## config.mk

```make
export PLATFORM = sky130hd
export DESIGN_NAME = maze_path_solver
export DESIGN_NICKNAME = d
export VERILOG_FILES = /design/src/rtl/maze_pkg.sv /design/src/rtl/maze_nbr_sel.sv /design/src/rtl/maze_path_solver.sv
export SDC_FILE = /design/constraint.sdc
export NUM_CORES = 1
export LEC_CHECK = 0
export BUFFER_PORTS_ARGS = -buffer_cell sky130_fd_sc_hd__buf_2
export CORE_MARGIN = 2
export CORE_UTILIZATION = 60
export CTS_BUF_LIST = sky130_fd_sc_hd__clkbuf_4 sky130_fd_sc_hd__clkbuf_8
export DETAILED_ROUTE_END_ITERATION = 7
export PLACE_DENSITY = 0.76
export SETUP_SLACK_MARGIN = 0.1
export SYNTH_ARGS = -nofsm -noshare
export SYNTH_HDL_FRONTEND = slang
export SYNTH_SLANG_ARGS = --single-unit
```

## constraint.sdc

```tcl
create_clock -name clk -period 21.6 [get_ports clk]
set_input_delay 2.16 -clock clk [delete_from_list [all_inputs] [get_ports clk]]
set_output_delay 2.16 -clock clk [all_outputs]
set_load 0.005 [all_outputs]
```

## src/rtl/maze_pkg.sv

```systemverilog
// Shared types for the maze path solver: FSM states, coordinate struct and
// neighbour offset tables for the 4- and 8-neighbour search modes.
package maze_pkg;

  typedef enum logic [2:0] {
    LOAD,
    INIT,
    SEARCH,
    EMIT,
    FAIL
  } state_t;

  // Widest coordinate the solver supports (N = 16).
  localparam int MAX_W = 4;

  typedef struct packed {
    logic [MAX_W-1:0] row;
    logic [MAX_W-1:0] col;
  } coord_t;

  // Orthogonal priority: down, right, up, left.
  localparam int NDIR4 = 4;
  localparam int DIR4_DR [NDIR4] = '{1, 0, -1, 0};
  localparam int DIR4_DC [NDIR4] = '{0, 1, 0, -1};

  // Diagonal priority: DR, D, R, DL, UR, U, L, UL.
  localparam int NDIR8 = 8;
  localparam int DIR8_DR [NDIR8] = '{1, 1, 0, 1, -1, -1, 0, -1};
  localparam int DIR8_DC [NDIR8] = '{1, 0, 1, -1, 1, 0, -1, -1};

endpackage

```

## src/rtl/maze_nbr_sel.sv

```systemverilog
// Combinational neighbour selector: first in-bounds, open, unvisited cell
// around the current coordinate. Define MAZE_DIAG_EN for 8-neighbour moves.
module maze_nbr_sel
  import maze_pkg::*;
#(
  parameter int N = 8,
  parameter int W = $clog2(N)
) (
  input  coord_t             cur,
  input  logic [N*N-1:0]     open_map,
  input  logic [N*N-1:0]     visited,
  output logic               found,
  output logic [2*W-1:0]     nxt
);

`ifdef MAZE_DIAG_EN
  localparam int NDIR = NDIR8;
  localparam int DR [NDIR] = DIR8_DR;
  localparam int DC [NDIR] = DIR8_DC;
`else
  localparam int NDIR = NDIR4;
  localparam int DR [NDIR] = DIR4_DR;
  localparam int DC [NDIR] = DIR4_DC;
`endif

  // Cell index is {row, col}, which equals row*N+col because N is a power of two.
  always_comb begin
    int r;
    int c;
    logic [2*W-1:0] idx;
    found = 1'b0;
    nxt   = '0;
    r     = 0;
    c     = 0;
    idx   = '0;
    for (int d = 0; d < NDIR; d++) begin
      r   = int'(cur.row) + DR[d];
      c   = int'(cur.col) + DC[d];
      idx = {W'(r), W'(c)};
      if (!found && r >= 0 && r < N && c >= 0 && c < N &&
          open_map[idx] && !visited[idx]) begin
        found = 1'b1;
        nxt   = idx;
      end
    end
  end

endmodule

```

## src/rtl/maze_path_solver.sv

```systemverilog
// N x N rat-in-maze solver: row-wise load, stack-based DFS, handshaked path
// output with explicit no-path beat. Optional MAZE_DIAG_EN enables diagonals.
module maze_path_solver
  import maze_pkg::*;
#(
  parameter int N = 8,
  parameter int W = $clog2(N)
) (
  input  logic         clk,
  input  logic         rst,
  input  logic         in_valid,
  input  logic [N-1:0] maze,
  input  logic         out_ready,
  output logic         out_valid,
  output logic [W-1:0] out_row,
  output logic [W-1:0] out_col,
  output logic         out_last,
  output logic         out_fail
);

  localparam int CW = 2 * W;

  state_t          state_q, state_d;
  logic [W-1:0]    row_cnt;
  logic [N*N-1:0]  open_map;
  logic [N*N-1:0]  visited;
  logic [CW-1:0]   stack [N*N];
  logic [CW-1:0]   tos;
  logic [CW-1:0]   rd;
  logic [CW-1:0]   tos_cell;
  logic [CW-1:0]   nxt_cell;
  coord_t          top_c;
  logic            nbr_found;
  logic            at_goal;

  logic load_row, init_go, push, pop;
  logic emit_first, emit_adv, fail_set, out_clear;

  assign tos_cell  = stack[tos];
  assign top_c.row = MAX_W'(tos_cell[CW-1:W]);
  assign top_c.col = MAX_W'(tos_cell[W-1:0]);
  assign at_goal   = (tos_cell == '1);

  maze_nbr_sel #(.N(N), .W(W)) u_nbr_sel (
    .cur      (top_c),
    .open_map (open_map),
    .visited  (visited),
    .found    (nbr_found),
    .nxt      (nxt_cell)
  );

  always_ff @(posedge clk or posedge rst) begin
    if (rst) state_q <= LOAD;
    else     state_q <= state_d;
  end

  always_comb begin
    state_d    = state_q;
    load_row   = 1'b0;
    init_go    = 1'b0;
    push       = 1'b0;
    pop        = 1'b0;
    emit_first = 1'b0;
    emit_adv   = 1'b0;
    fail_set   = 1'b0;
    out_clear  = 1'b0;
    case (state_q)
      LOAD: begin
        if (in_valid) begin
          load_row = 1'b1;
          if (row_cnt == W'(N - 1)) state_d = INIT;
        end
      end
      INIT: begin
        if (!open_map[0] || !open_map[N*N-1]) begin
          fail_set = 1'b1;
          state_d  = FAIL;
        end else begin
          init_go = 1'b1;
          state_d = SEARCH;
        end
      end
      SEARCH: begin
        if (at_goal) begin
          emit_first = 1'b1;
          state_d    = EMIT;
        end else if (nbr_found) begin
          push = 1'b1;
        end else if (tos == '0) begin
          // Popping the origin leaves the stack empty: no path exists.
          fail_set = 1'b1;
          state_d  = FAIL;
        end else begin
          pop = 1'b1;
        end
      end
      EMIT: begin
        if (out_valid && out_ready) begin
          if (out_last) begin
            out_clear = 1'b1;
            state_d   = LOAD;
          end else begin
            emit_adv = 1'b1;
          end
        end
      end
      FAIL: begin
        if (out_ready) begin
          out_clear = 1'b1;
          state_d   = LOAD;
        end
      end
      default: state_d = LOAD;
    endcase
  end

  // NOTE: maze, visited map and stack are plain storage with no reset; every
  // entry read is written first (rows in LOAD, visited in INIT, stack on push).
  always_ff @(posedge clk) begin
    if (load_row) begin
      for (int c = 0; c < N; c++) begin
        open_map[{row_cnt, W'(c)}] <= maze[W'(N - 1 - c)];
      end
    end
    if (init_go) begin
      visited  <= (N*N)'(1);
      stack[0] <= '0;
    end
    if (push) begin
      stack[tos + 1'b1]  <= nxt_cell;
      visited[nxt_cell]  <= 1'b1;
    end
  end

  // NOTE: sequential state uses non-blocking assignments so every register
  // samples pre-edge values regardless of statement order.
  always_ff @(posedge clk or posedge rst) begin
    if (rst) begin
      row_cnt   <= '0;
      tos       <= '0;
      rd        <= '0;
      out_valid <= 1'b0;
      out_row   <= '0;
      out_col   <= '0;
      out_last  <= 1'b0;
      out_fail  <= 1'b0;
    end else begin
      if (load_row) row_cnt <= row_cnt + 1'b1;
      if (init_go)  tos <= '0;
      if (push)     tos <= tos + 1'b1;
      if (pop)      tos <= tos - 1'b1;
      if (emit_first) begin
        out_valid <= 1'b1;
        out_row   <= stack[0][CW-1:W];
        out_col   <= stack[0][W-1:0];
        out_last  <= (tos == '0);
        out_fail  <= 1'b0;
        rd        <= CW'(1);
      end
      if (emit_adv) begin
        out_row  <= stack[rd][CW-1:W];
        out_col  <= stack[rd][W-1:0];
        out_last <= (rd == tos);
        rd       <= rd + 1'b1;
      end
      if (fail_set) begin
        out_valid <= 1'b1;
        out_row   <= '0;
        out_col   <= '0;
        out_last  <= 1'b1;
        out_fail  <= 1'b1;
      end
      if (out_clear) begin
        out_valid <= 1'b0;
        out_row   <= '0;
        out_col   <= '0;
        out_last  <= 1'b0;
        out_fail  <= 1'b0;
      end
    end
  end

endmodule

```

---- After elaboration in Yosys (flattened, before gate mapping) ----
Memories as Yosys holds them, arrays and structs flattened.
Cells that the tools add are included.
storage, ports and cells
  register bits ........................... 155
  memories kept ........................... 1
  output and inout port bits .............. 9
  bits in writable memories ............... 384
  word-level logic and storage cells ...... 237
memories
  name   depth  width  rd ports  clocked after Yosys merged registers in  write ports  RTL line                source
  stack  64     6      3         0                                        1            maze_path_solver.sv:27  logic [CW-1:0] stack [N*N];
operators by class
  bitwise operators ....................... 1
  reduce and logical (&&, ||, !) cells .... 51
  add/sub/neg operators ................... 8
  equality and inequality tests ........... 14
  muxes and demuxes ....................... 117
  magnitude comparators ................... 34
operator list
  kind                                                                 number
  bitwise mux 64 bit                                                   8
  greater-or-equal comparator 32 x 1 -> 1 bit (second input constant)  4
  less-than comparator 32 x 5 -> 1 bit (second input constant)         4
  two-way mux 64 bit                                                   2
  less-than comparator 6 x 7 -> 1 bit (second input constant)          13
  two-way mux 6 bit                                                    11
  OR 64 bit                                                            1
  two-way mux 1 bit                                                    59
  greater-or-equal comparator 6 x 1 -> 1 bit (second input constant)   9
  two-way mux 3 bit                                                    17
  binary-select mux 1 bit (select 6 bit)                               8
  logical AND 1 bit                                                    33
  demux 1 bit (select 3 bit)                                           8
  case mux 3 bit (5 select lines)                                      1
  adder 6 x 1 -> 6 bit (second input constant)                         2
  adder 4 x 1 -> 5 bit (second input constant)                         2
  inequality test 2 bit (second input constant)                        5
  logical NOT 1 bit                                                    9
  adder 3 x 1 -> 4 bit (second input constant)                         2
  less-than comparator 3 x 4 -> 1 bit (second input constant)          2
  AND reduction 7 bit                                                  1
  demux 1 bit (select 6 bit)                                           1
  == test 3 x 2 -> 1 bit (second input constant)                       2
  == test 3 bit (second input constant)                                2
  other kinds (15)                                                     19

---- Depth between registers and ports, before layout ----
Gate-level depths: netlist of the first run.
An unclocked memory read counts as a cell.
  word-level depth ........................ 40
  mapped depth ............................ 28
  mapped depth without buffers ............ 20

---- Cells and area by module ----
A second synthesis of the first run with hierarchy kept.
unflattened totals
  cell total of the unflattened synthesis .. 1891
  area, all modules ....................... 26621.8 um^2
modules (own cells, without submodules)
  module            instances  cells each  area an instance (um^2)  sequential area each (um^2)
  maze_path_solver  1          1574        24011.8                  15089.5
  maze_nbr_sel      1          317         2610.0                   0.0

---- Worst setup path before layout of the first run ----
OpenSTA, ideal clock, no wires.
  kind .................................... reg-to-reg
  start ................................... register tos[0]
  end ..................................... register visited[0] (enable)
  period minus slack after synthesis ...... 7404 ps
  arrival ................................. 6950 ps
  slack ................................... 14196 ps
  stages on the path, launching flop included .. 23
  path buffers ............................ 10
  setup time .............................. 453 ps
  path through ............................ dfrtp_1 buf_6 buf_8 mux4_2 a22oi_1 a41oi_1 and2_1 nor2_8 buf_4 buf_4 buf_2 ha_1 clkbuf_1 buf_1 clkbuf_1 clkbuf_1 o211ai_1 o311a_1 a311oi_1 a22o_1 o41ai_2 inv_2 clkbuf_1
RTL lines
  item                                                                                                        RTL line                 source
  from (decl)                                                                                                 maze_path_solver.sv:28   logic [CW-1:0] tos;
  from (signal assigned)                                                                                      maze_path_solver.sv:150  if (push) tos <= tos + 1'b1;
  from (signal assigned)                                                                                      maze_path_solver.sv:151  if (pop) tos <= tos - 1'b1;
  memory read (64 x 6 bit) *                                                                                  -
  adder 3 x 1 -> 4 bit                                                                                        maze_nbr_sel.sv:37       r = int'(cur.row) + DR[d];
  greater-or-equal comparator 32 x 1 -> 1 bit / less-than comparator 32 x 5 -> 1 bit (equally long branches)  maze_nbr_sel.sv:40       if (!found && r >= 0 && r < N && c >= 0 && c < N &&
  logical AND 1 bit (4 in a row)                                                                              maze_nbr_sel.sv:40
  logical AND 1 bit                                                                                           maze_nbr_sel.sv:41       open_map[idx] && !visited[idx]) begin
  two-way mux 1 bit                                                                                           maze_nbr_sel.sv:40
  logical NOT 1 bit                                                                                           maze_nbr_sel.sv:40
  logical AND 1 bit (5 in a row)                                                                              maze_nbr_sel.sv:40
  [... 11 more ...]                                                                                           -
  logical AND 1 bit (5 in a row)                                                                              maze_nbr_sel.sv:40
  logical AND 1 bit                                                                                           maze_nbr_sel.sv:41
  two-way mux 1 bit                                                                                           maze_nbr_sel.sv:40
  two-way mux 1 bit                                                                                           maze_path_solver.sv:87   end else if (nbr_found) begin
  two-way mux 1 bit *                                                                                         maze_path_solver.sv:84   if (at_goal) begin
  two-way mux 1 bit *                                                                                         maze_path_solver.sv:67   case (state_q)
  net push                                                                                                    maze_path_solver.sv:36   logic load_row, init_go, push, pop;
  two-way mux 64 bit *                                                                                        maze_path_solver.sv:129  if (push) begin
  to (signal assigned)                                                                                        maze_path_solver.sv:126  visited <= (N*N)'(1);
  to (decl)                                                                                                   maze_path_solver.sv:26   logic [N*N-1:0] visited;
Mark *: on every way through the listed nets, which the timed path passes. The rest lies on a longest branch. The select of a mux whose other input is x is not followed.
A chain may end at the register's enable or synchronous reset.

---- Worst setup path after layout of the first run ----
  start ................................... register tos[0]
  end ..................................... memory stack[7][0] in the netlist's numbering (enable)
on the way
  longest elaborated chain between the ends .. 40
RTL lines
  item                                                                                                        RTL line                 source
  memory read (64 x 6 bit)                                                                                    -
  adder 3 x 1 -> 4 bit                                                                                        maze_nbr_sel.sv:37
  greater-or-equal comparator 32 x 1 -> 1 bit / less-than comparator 32 x 5 -> 1 bit (equally long branches)  maze_nbr_sel.sv:40
  logical AND 1 bit (4 in a row)                                                                              maze_nbr_sel.sv:40
  logical AND 1 bit                                                                                           maze_nbr_sel.sv:41
  two-way mux 1 bit                                                                                           maze_nbr_sel.sv:40
  logical NOT 1 bit                                                                                           maze_nbr_sel.sv:40
  logical AND 1 bit (5 in a row)                                                                              maze_nbr_sel.sv:40
  [... 17 more ...]                                                                                           -
  two-way mux 1 bit                                                                                           maze_nbr_sel.sv:40
  two-way mux 1 bit                                                                                           maze_path_solver.sv:87
  two-way mux 1 bit                                                                                           maze_path_solver.sv:84
  two-way mux 1 bit                                                                                           maze_path_solver.sv:67
  two-way mux 1 bit                                                                                           maze_path_solver.sv:129
  two-way mux 1 bit (implied by the code)                                                                     maze_path_solver.sv:130  stack[tos + 1'b1] <= nxt_cell;
  OR reduction 6 bit (no line)                                                                                -
  two-way mux 6 bit (no line) / two-way mux 1 bit (equally long branches)                                     -
  to (decl)                                                                                                   maze_path_solver.sv:27
Several ways; a longest one is shown, not always the timed one. The select of a mux whose other input is x is not followed.

==> summary.md, run 1 <==
| Metric | Value |
|---|---|
| Main flop type after synthesis | `sky130_fd_sc_hd__edfxtp_1` |
| Flip-flop and latch count after synthesis | `507` |
| Combinational share of power | `0.029` |
| Unrepaired setup endpoints after global routing | `no` |
| Post-synth top area cell | `sky130_fd_sc_hd__edfxtp_1` |
| Worst hold path stage count | `2` |
| Final WS setup | `11.68 ns` |
| Die area | `46100 µm²` |
| Top cell type's share of synthesized area | `0.541` |
| Min-Delay Path Class | `flip-flop to flip-flop` |
| Total GRT Usage | `0.320` |
| Leak Pwr | `8.10 nW` |
| Number of placed I/O pins | `21` |
| Count of pins over their slew limit | `0` |
| Warning count from the yosys run | `0` |
| Maximum clock frequency | `101 MHz` |
| Maximum number of pins on one net before global-route repair | `88` |
| Setup clock skew after layout | `0.0333 ns` |
| Net Sw Frac | `0.216` |
| Clock tree from TritonCTS | `built` |
| CP peak stage delay | `0.91 ns` |
| Share of post-route cells with drive strength above 1 | `0.253` |
| Overflow left after global routing | `0` |
| Detailed-placement wirelength estimate | `47800 µm` |
| DP Worst Slack | `11.87 ns` |
| Mean instance size in the synthesized netlist | `15.0 µm²` |
| Critical path data required time | `21.89 ns` |
| RR Startpoint | `tos[0]` |
| Commonest cells in the synthesized netlist | `sky130_fd_sc_hd__edfxtp_1, sky130_fd_sc_hd__mux4_2, sky130_fd_sc_hd__nor2_1` |
| Clock latency reported for the late side of the worst-skew pair | `0.68 ns` |
| Most used cell, CP | `sky130_fd_sc_hd__buf_4` |
| Final number of setup-violating endpoints | `0` |
| Final Cycle Share | `0.459` |
| Buffer count from post-CTS setup fixing | `0` |
| Min Clock Period, post-route | `9.92 ns` |
| Critical path endpoint category | `flip-flop` |
| Die Ht | `215 µm` |
| Number of maximum-capacitance violations | `0` |
| Filler instances | `3097` |
| Peak supply drop | `0.0865 mV` |
| Net count after synthesis | `1793` |
| Aggregate negative setup slack | `0 ns` |
| Synth area leaders | `sky130_fd_sc_hd__edfxtp_1, sky130_fd_sc_hd__mux4_2, sky130_fd_sc_hd__mux2i_1, sky130_fd_sc_hd__dfrtp_1, sky130_fd_sc_hd__nor2_1` |
| Vias after detailed routing | `17.7k` |
| Design Area, Final | `28800 µm²` |
| Sequential fraction of the synthesis area | `0.567` |
| Proportion of power drawn by the clock network | `0.423` |
| Fraction of power consumed by sequential logic | `0.548` |
| Number of core rows | `77` |
| Area after DPL | `27100 µm²` |
| CP startpoint kind | `flip-flop` |
| Initial standard-cell utilization of the core | `0.605` |
| Final GP Congestion | `0.938` |
| First-pass GRT wire length | `109000 µm` |
| FFs w/ async S/R, synth | `0.0533` |
| Status | `finished, final reports clean` |
| Layout area overhead | `8.01%` |
| Maximum clock insertion buffer count | `3` |
| Floorplan Core Area | `44000 µm²` |
| Number of hold buffers added after CTS | `0` |
| Transition time at the pin with the least slew margin | `1.14 ns` |
| Critical path's slowest cell | `sky130_fd_sc_hd__nor2_1` |
| Average detailed-routed wire length per instance | `29.9 µm` |
| I/O Buffers | `16` |
| Maximum fanout along the worst path | `55` |
| Cell Pwr Density | `70.1 nW/µm²` |
| Start point of the worst hold path | `out_fail` |
| Slew headroom | `0.234` |
| CTS-repair resized insts | `0` |
| Overall die width | `215 µm` |
| CP cell instances | `buf_4 > mux4_2 > a22oi_1 > a41oi_1 > and2_1 > buf_4 > nor2_8 > inv_4 > ha_1 > xnor2_4 > mux4_2 > or4_1 > nand4_1 > o31a_1 > and2_1 > o41ai_4 > buf_4 > inv_4 > nand4_1 > nor2_1` |
| Netlist area before placement | `26600 µm²` |
| Most instantiated library cell after synthesis | `sky130_fd_sc_hd__edfxtp_1` |
| Post-layout power | `2.02 mW` |
| Setup slack on the worst flop-to-flop path | `11.68 ns` |
| Reported net switching power | `0.436 mW` |
| Antenna violations before repair | `1` |
| EDFF count, synth | `480` |
| Register-to-Register Path Depth | `20` |
| Number of standard cells after synthesis | `1769` |
| Clock transition at the registers of the reported paths | `0.06 ns` |
| Vias in the first global route | `17.2k` |
| Worst R2R End | `stack[7][0]` |
| Fin nets | `1791` |
| Min-Delay Endpoint | `out_fail` |
| Number of levels the H-tree was split into | `3` |
| Drt via density | `7.32` |
| Clk sinks | `507` |
| Setup CP Type | `flip-flop to flip-flop` |
| First-pass DRT Iterations | `5` |
| Total CTS buffers | `83` |
| First-iteration detailed-routing DRC count | `2962` |
| Cell internal power dissipation | `1.58 mW` |
| Count of unresolved DRC violations after routing | `0` |
| Count of unique library cells instantiated by Yosys | `87` |
| Post-route antenna net violation count | `0` |
| Final hold violations | `0` |
| Arrival time worst endpoint | `10.21 ns` |
| Clk Tree Root Cell | `sky130_fd_sc_hd__clkbuf_8` |
| Drt total wl | `72600 µm` |
sequential cells by signal, summed over array words and instances (netlist names):
name       cells
stack        384
tos            6
rd             6
out_fail       1
out_last       1
out_col        3
state_q        3
row_cnt        3
visited       64
open_map      32
out_valid      1
out_row        3
how the worst max path moves through the flow:
| stage | cells after the start | from | endpoint |
|---|---|---|---|
| final | 20 | tos[0] | stack[7][0] |
| after global routing | 20 | tos[0] | stack[15][0] |
| after CTS | 20 | tos[0] | stack[15][0] |
| after detailed placement | 20 | tos[0] | stack[15][0] |
| after global placement | 20 | tos[0] | stack[22][4] |
| after floorplan | 22 | tos[0] | visited[0] |
area by class of cell:
class                      instances  area [µm²]  share of cell area
timing repair buffer              51         343              0.0119
clock inverter                    27         208             0.00722
antenna                            1        2.50           0.0000870
tap                              592         741              0.0258
clock buffer                     121        1470              0.0512
inverter                          34         133             0.00461
sequential                       507       15100               0.526
multi-input combinational       1090       10700               0.374
routing by layer:
layer  vias to the layer above  part of all wire  track usage
met1                      8928              0.38        0.471
met4                         0             0.034        0.112
met3                       180              0.13       0.0725
met5                         -                 0            0
li1                       7242                 -            -
met2                      1379              0.45        0.476
cells in the final DEF, fill, tap and decap left out, types with 32 or more instances in the layout:
cell type / count
sky130_fd_sc_hd__buf_4: 35
sky130_fd_sc_hd__mux4_2: 218
sky130_fd_sc_hd__a21oi_1: 32
sky130_fd_sc_hd__mux2i_1: 102
sky130_fd_sc_hd__nand3_1: 56
sky130_fd_sc_hd__clkbuf_8: 90
sky130_fd_sc_hd__and3_1: 34
sky130_fd_sc_hd__o21ai_0: 41
sky130_fd_sc_hd__nand2_1: 106
sky130_fd_sc_hd__nor3_1: 32
sky130_fd_sc_hd__nor2_1: 129
sky130_fd_sc_hd__edfxtp_1: 480
power groups by stage:
stage	sequential, mW	clock, mW	combinational, mW
4_1_cts	1.10	0.861	0.0582
5_1_grt	1.11	0.903	0.0658
6_report	1.10	0.854	0.0576
3_5_place_dp	1.12	0	0.0576
2_1_floorplan	1.11	0	0.0439
3_3_place_gp	1.12	0	0.0552
critical path: cells and delay by family, from the launching register on:
family	cells	cell delay [ns]
buf+inv	5	1.89
simple gates	7	3.51
mux	2	1.01
fa+ha+maj	1	0.46
compound gates	4	0.92
xor+xnor	1	0.86
flops	1	0.80
cells by family (layout without fill, tap and decap cells):
family,count (synthesis),after routing,synth area share
buffers and inverters,172,233,0.0314
AOI/OAI and AO/OA,268,268,0.0758
muxes,343,343,0.233
DFF,507,507,0.567
and+or+nand+nor,448,448,0.0808
other,0,1,0
adders and majority gates,12,12,0.00564
xor gates and xnor gates,19,19,0.00696
metrics by stage:
stage / util / instances / hold slack [ns]
6_report: 0.653 / 2423 / 0.518
5_1_grt: 0.653 / 2423 / 0.544
4_1_cts: 0.653 / 2422 / 0.522
3_5_place_dp: 0.615 / 2274 / 0.512
3_3_place_gp: 0.615 / 2274 / 0.493
2_1_floorplan: - / 1769 / 0.476
Note: power is estimated with default switching activity, not from simulation.
==> run 2, diff against run 1 <==
Settings changed: PLACE_DENSITY 0.76 to 0.79.
Clock period 21.6 ns to 8.9 ns, I/O delays scaled along.
==> run 2 against run 1 <==
Against the previous run: largest power group unchanged; largest cell class unchanged; clock skew rose by 0.013 ns; clock power grew 130%; first-iteration DRC count decreased by 5.2%; critical path type unchanged.
==> summary.md, run 2 (same netlist as run 1, synthesis figures left out) <==
| Metric | Value |
|---|---|
| Leak Pwr | `8.16 nW (+0.70%)` |
| Vias in the first global route | `17.4k (+1.1%)` |
| Worst R2R End | `stack[10][2]` |
| Maximum clock insertion buffer count | `3 (unchanged)` |
| Slew headroom | `0.199 (-0.0354)` |
| Unrepaired setup endpoints after global routing | `no` |
| Critical path data required time | `9.20 ns (-12.69 ns)` |
| Aggregate negative setup slack | `0 ns (unchanged)` |
| Count of antenna diodes in the layout | `0 (-1)` |
| Register name with the most flops | `stack` |
| Critical path endpoint category | `flip-flop` |
| Finished Core Util | `0.655 (+0.00154)` |
| Regs by FF count | `stack (384), visited (64), open_map (32)` |
| Post-layout power | `4.79 mW (+140%)` |
| Clock tree from TritonCTS | `built` |
| Initial standard-cell utilization of the core | `0.605 (unchanged)` |
| Min Hold Slack | `0.279 ns (-0.239 ns)` |
| CTS-repair resized insts | `0 (unchanged)` |
| CP startpoint kind | `flip-flop` |
| Clk Tree Root Cell | `sky130_fd_sc_hd__clkbuf_8` |
| Final Cycle Share | `0.905 (+0.446)` |
| Total GRT Usage | `0.327 (+0.00777)` |
| Register-to-Register Path Depth | `16 (-20%)` |
| Die Ht | `215 µm (unchanged)` |
| First-iteration detailed-routing DRC count | `2809 (-5.2%)` |
| Buffer count from post-CTS setup fixing | `0 (unchanged)` |
| Final number of setup-violating endpoints | `0 (unchanged)` |
| Setup slack on the worst flop-to-flop path | `0.84 ns (-10.84 ns)` |
| Count of pins over their slew limit | `0 (unchanged)` |
| Clock latency reported for the late side of the worst-skew pair | `0.69 ns (about the same)` |
| Die area | `46100 µm² (unchanged)` |
| Arrival time worst endpoint | `8.36 ns (-1.85 ns)` |
| Layout area overhead | `8.27%` |
| Filler instances | `3044 (-1.7%)` |
| Number of placed I/O pins | `21 (unchanged)` |
| Min-Delay Path Class | `primary input to asynchronous set/reset pin` |
| Drt total wl | `74000 µm (+2.1%)` |
| RR Startpoint | `tos[0]` |
| Status | `finished, final reports clean` |
| Share of post-route cells with drive strength above 1 | `0.258 (+0.00455)` |
| Maximum clock frequency | `124 MHz (+23%)` |
| Floorplan Core Area | `44000 µm² (unchanged)` |
| First-pass GRT wire length | `112000 µm (+2.1%)` |
| Cell Pwr Density | `166 nW/µm² (+140%)` |
| Area after DPL | `27300 µm² (+0.67%)` |
| Min Clock Period, post-route | `8.06 ns (-1.86 ns)` |
| Most common library cell in the layout ignoring fill and taps | `sky130_fd_sc_hd__edfxtp_1` |
| Final hold violations | `0 (unchanged)` |
| Clk sinks | `507 (unchanged)` |
| Maximum fanout along the worst path | `41 (-25%)` |
| Fin nets | `1813 (+1.2%)` |
| Antenna violations before repair | `2 (+1)` |
| Maximum number of pins on one net before global-route repair | `98 (+11%)` |
| First-pass DRT Iterations | `7 (+2)` |
| Overflow left after global routing | `0 (unchanged)` |
| Number of maximum-capacitance violations | `0 (unchanged)` |
| Total CTS buffers | `82 (-1.2%)` |
| Number of hold buffers added after CTS | `0 (unchanged)` |
| Design Area, Final | `28800 µm² (+0.23%)` |
| Number of core rows | `77 (unchanged)` |
| Largest register FFs | `384 (unchanged)` |
| Overall die width | `215 µm (unchanged)` |
| Detailed-placement wirelength estimate | `49700 µm (+3.9%)` |
| Post-route antenna net violation count | `0 (unchanged)` |
| Final GP Congestion | `0.961 (+2.5%)` |
| Count of unresolved DRC violations after routing | `0 (unchanged)` |
| Commonest cells after routing, fill and taps aside | `sky130_fd_sc_hd__edfxtp_1, sky130_fd_sc_hd__mux4_2, sky130_fd_sc_hd__nor2_1, sky130_fd_sc_hd__nand2_1, sky130_fd_sc_hd__mux2i_1` |
| Setup CP Type | `flip-flop to flip-flop` |
| Vias after detailed routing | `17.9k (+0.87%)` |
| Transition time at the pin with the least slew margin | `1.19 ns (+0.0526 ns)` |
| Clock transition at the registers of the reported paths | `0.06 ns (about the same)` |
| I/O Buffers | `16 (unchanged)` |
| Average detailed-routed wire length per instance | `30.3 µm (+1.2%)` |
| Number of levels the H-tree was split into | `3 (unchanged)` |
| Drt via density | `7.32 (about the same)` |
| Setup clock skew after layout | `0.0460 ns (+0.0127 ns)` |
| Peak supply drop | `0.164 mV (+90%)` |
## run 2: layout make-up
| class | instances | area, µm² | share of cell area |
|---|---|---|---|
| inverter | 34 | 131 | 0.00456 |
| multi-input combinational | 1090 | 10700 | 0.373 |
| timing repair buffer | 74 | 528 | 0.0183 |
| tap | 592 | 741 | 0.0257 |
| clock buffer | 108 | 1320 | 0.0459 |
| sequential | 507 | 15100 | 0.524 |
| clock inverter | 39 | 244 | 0.00847 |
## run 2: how the worst max path moves through the flow
| stage | startpoint | to | slack (ns) |
|---|---|---|---|
| after floorplan | tos[0] | visited[0] | 1.50 |
| after global routing | tos[1] | visited[36] | 0.75 |
| after detailed placement | tos[0] | stack[10][1] | 1.11 |
| after CTS | tos[1] | stack[10][3] | 1.07 |
| final | tos[0] | stack[10][2] | 0.84 |
| after global placement | tos[0] | stack[18][4] | 1.23 |
## run 2: layer usage
metal  up-vias  routed length [µm]  global-route usage
met2      1387               33900               0.485
met3       186               10400              0.0967
li1       7292                   -                   -
met1      9015               27200               0.470
met4         4                2580               0.115
met5         -                  33                   0
## run 2: worst max-delay path, cell delays in order (launching register included)
cell	delay, ns
sky130_fd_sc_hd__dfrtp_4	0.94
sky130_fd_sc_hd__buf_4	0.45
sky130_fd_sc_hd__mux4_2	0.30
sky130_fd_sc_hd__nor2_1	0.08
sky130_fd_sc_hd__o41ai_1	0.84
sky130_fd_sc_hd__o32a_4	0.45
sky130_fd_sc_hd__inv_2	0.20
sky130_fd_sc_hd__ha_1	0.36
sky130_fd_sc_hd__inv_1	0.48
sky130_fd_sc_hd__mux4_2	0.41
sky130_fd_sc_hd__or4_1	0.49
sky130_fd_sc_hd__a311oi_1	0.24
sky130_fd_sc_hd__a22o_1	0.39
sky130_fd_sc_hd__o41ai_4	0.16
sky130_fd_sc_hd__clkinv_2	0.18
sky130_fd_sc_hd__nand4_1	0.74
sky130_fd_sc_hd__nor2_1	0.90
## run 2: metrics by stage
stage | instances | setup WS, ns
5_1_grt | 2444 | 0.746
4_1_cts | 2444 | 1.07
6_report | 2444 | 0.843
3_5_place_dp | 2297 | 1.11
3_3_place_gp | 2297 | 1.23
2_1_floorplan | 1769 | 1.50
## run 2: where the power goes
part	total, mW	internal [mW]	switching, mW
Clock	1.97	1.03	0.935
Sequential	2.68	2.63	0.0549
Combinational	0.143	0.0615	0.0819
Total	4.79	3.72	1.07
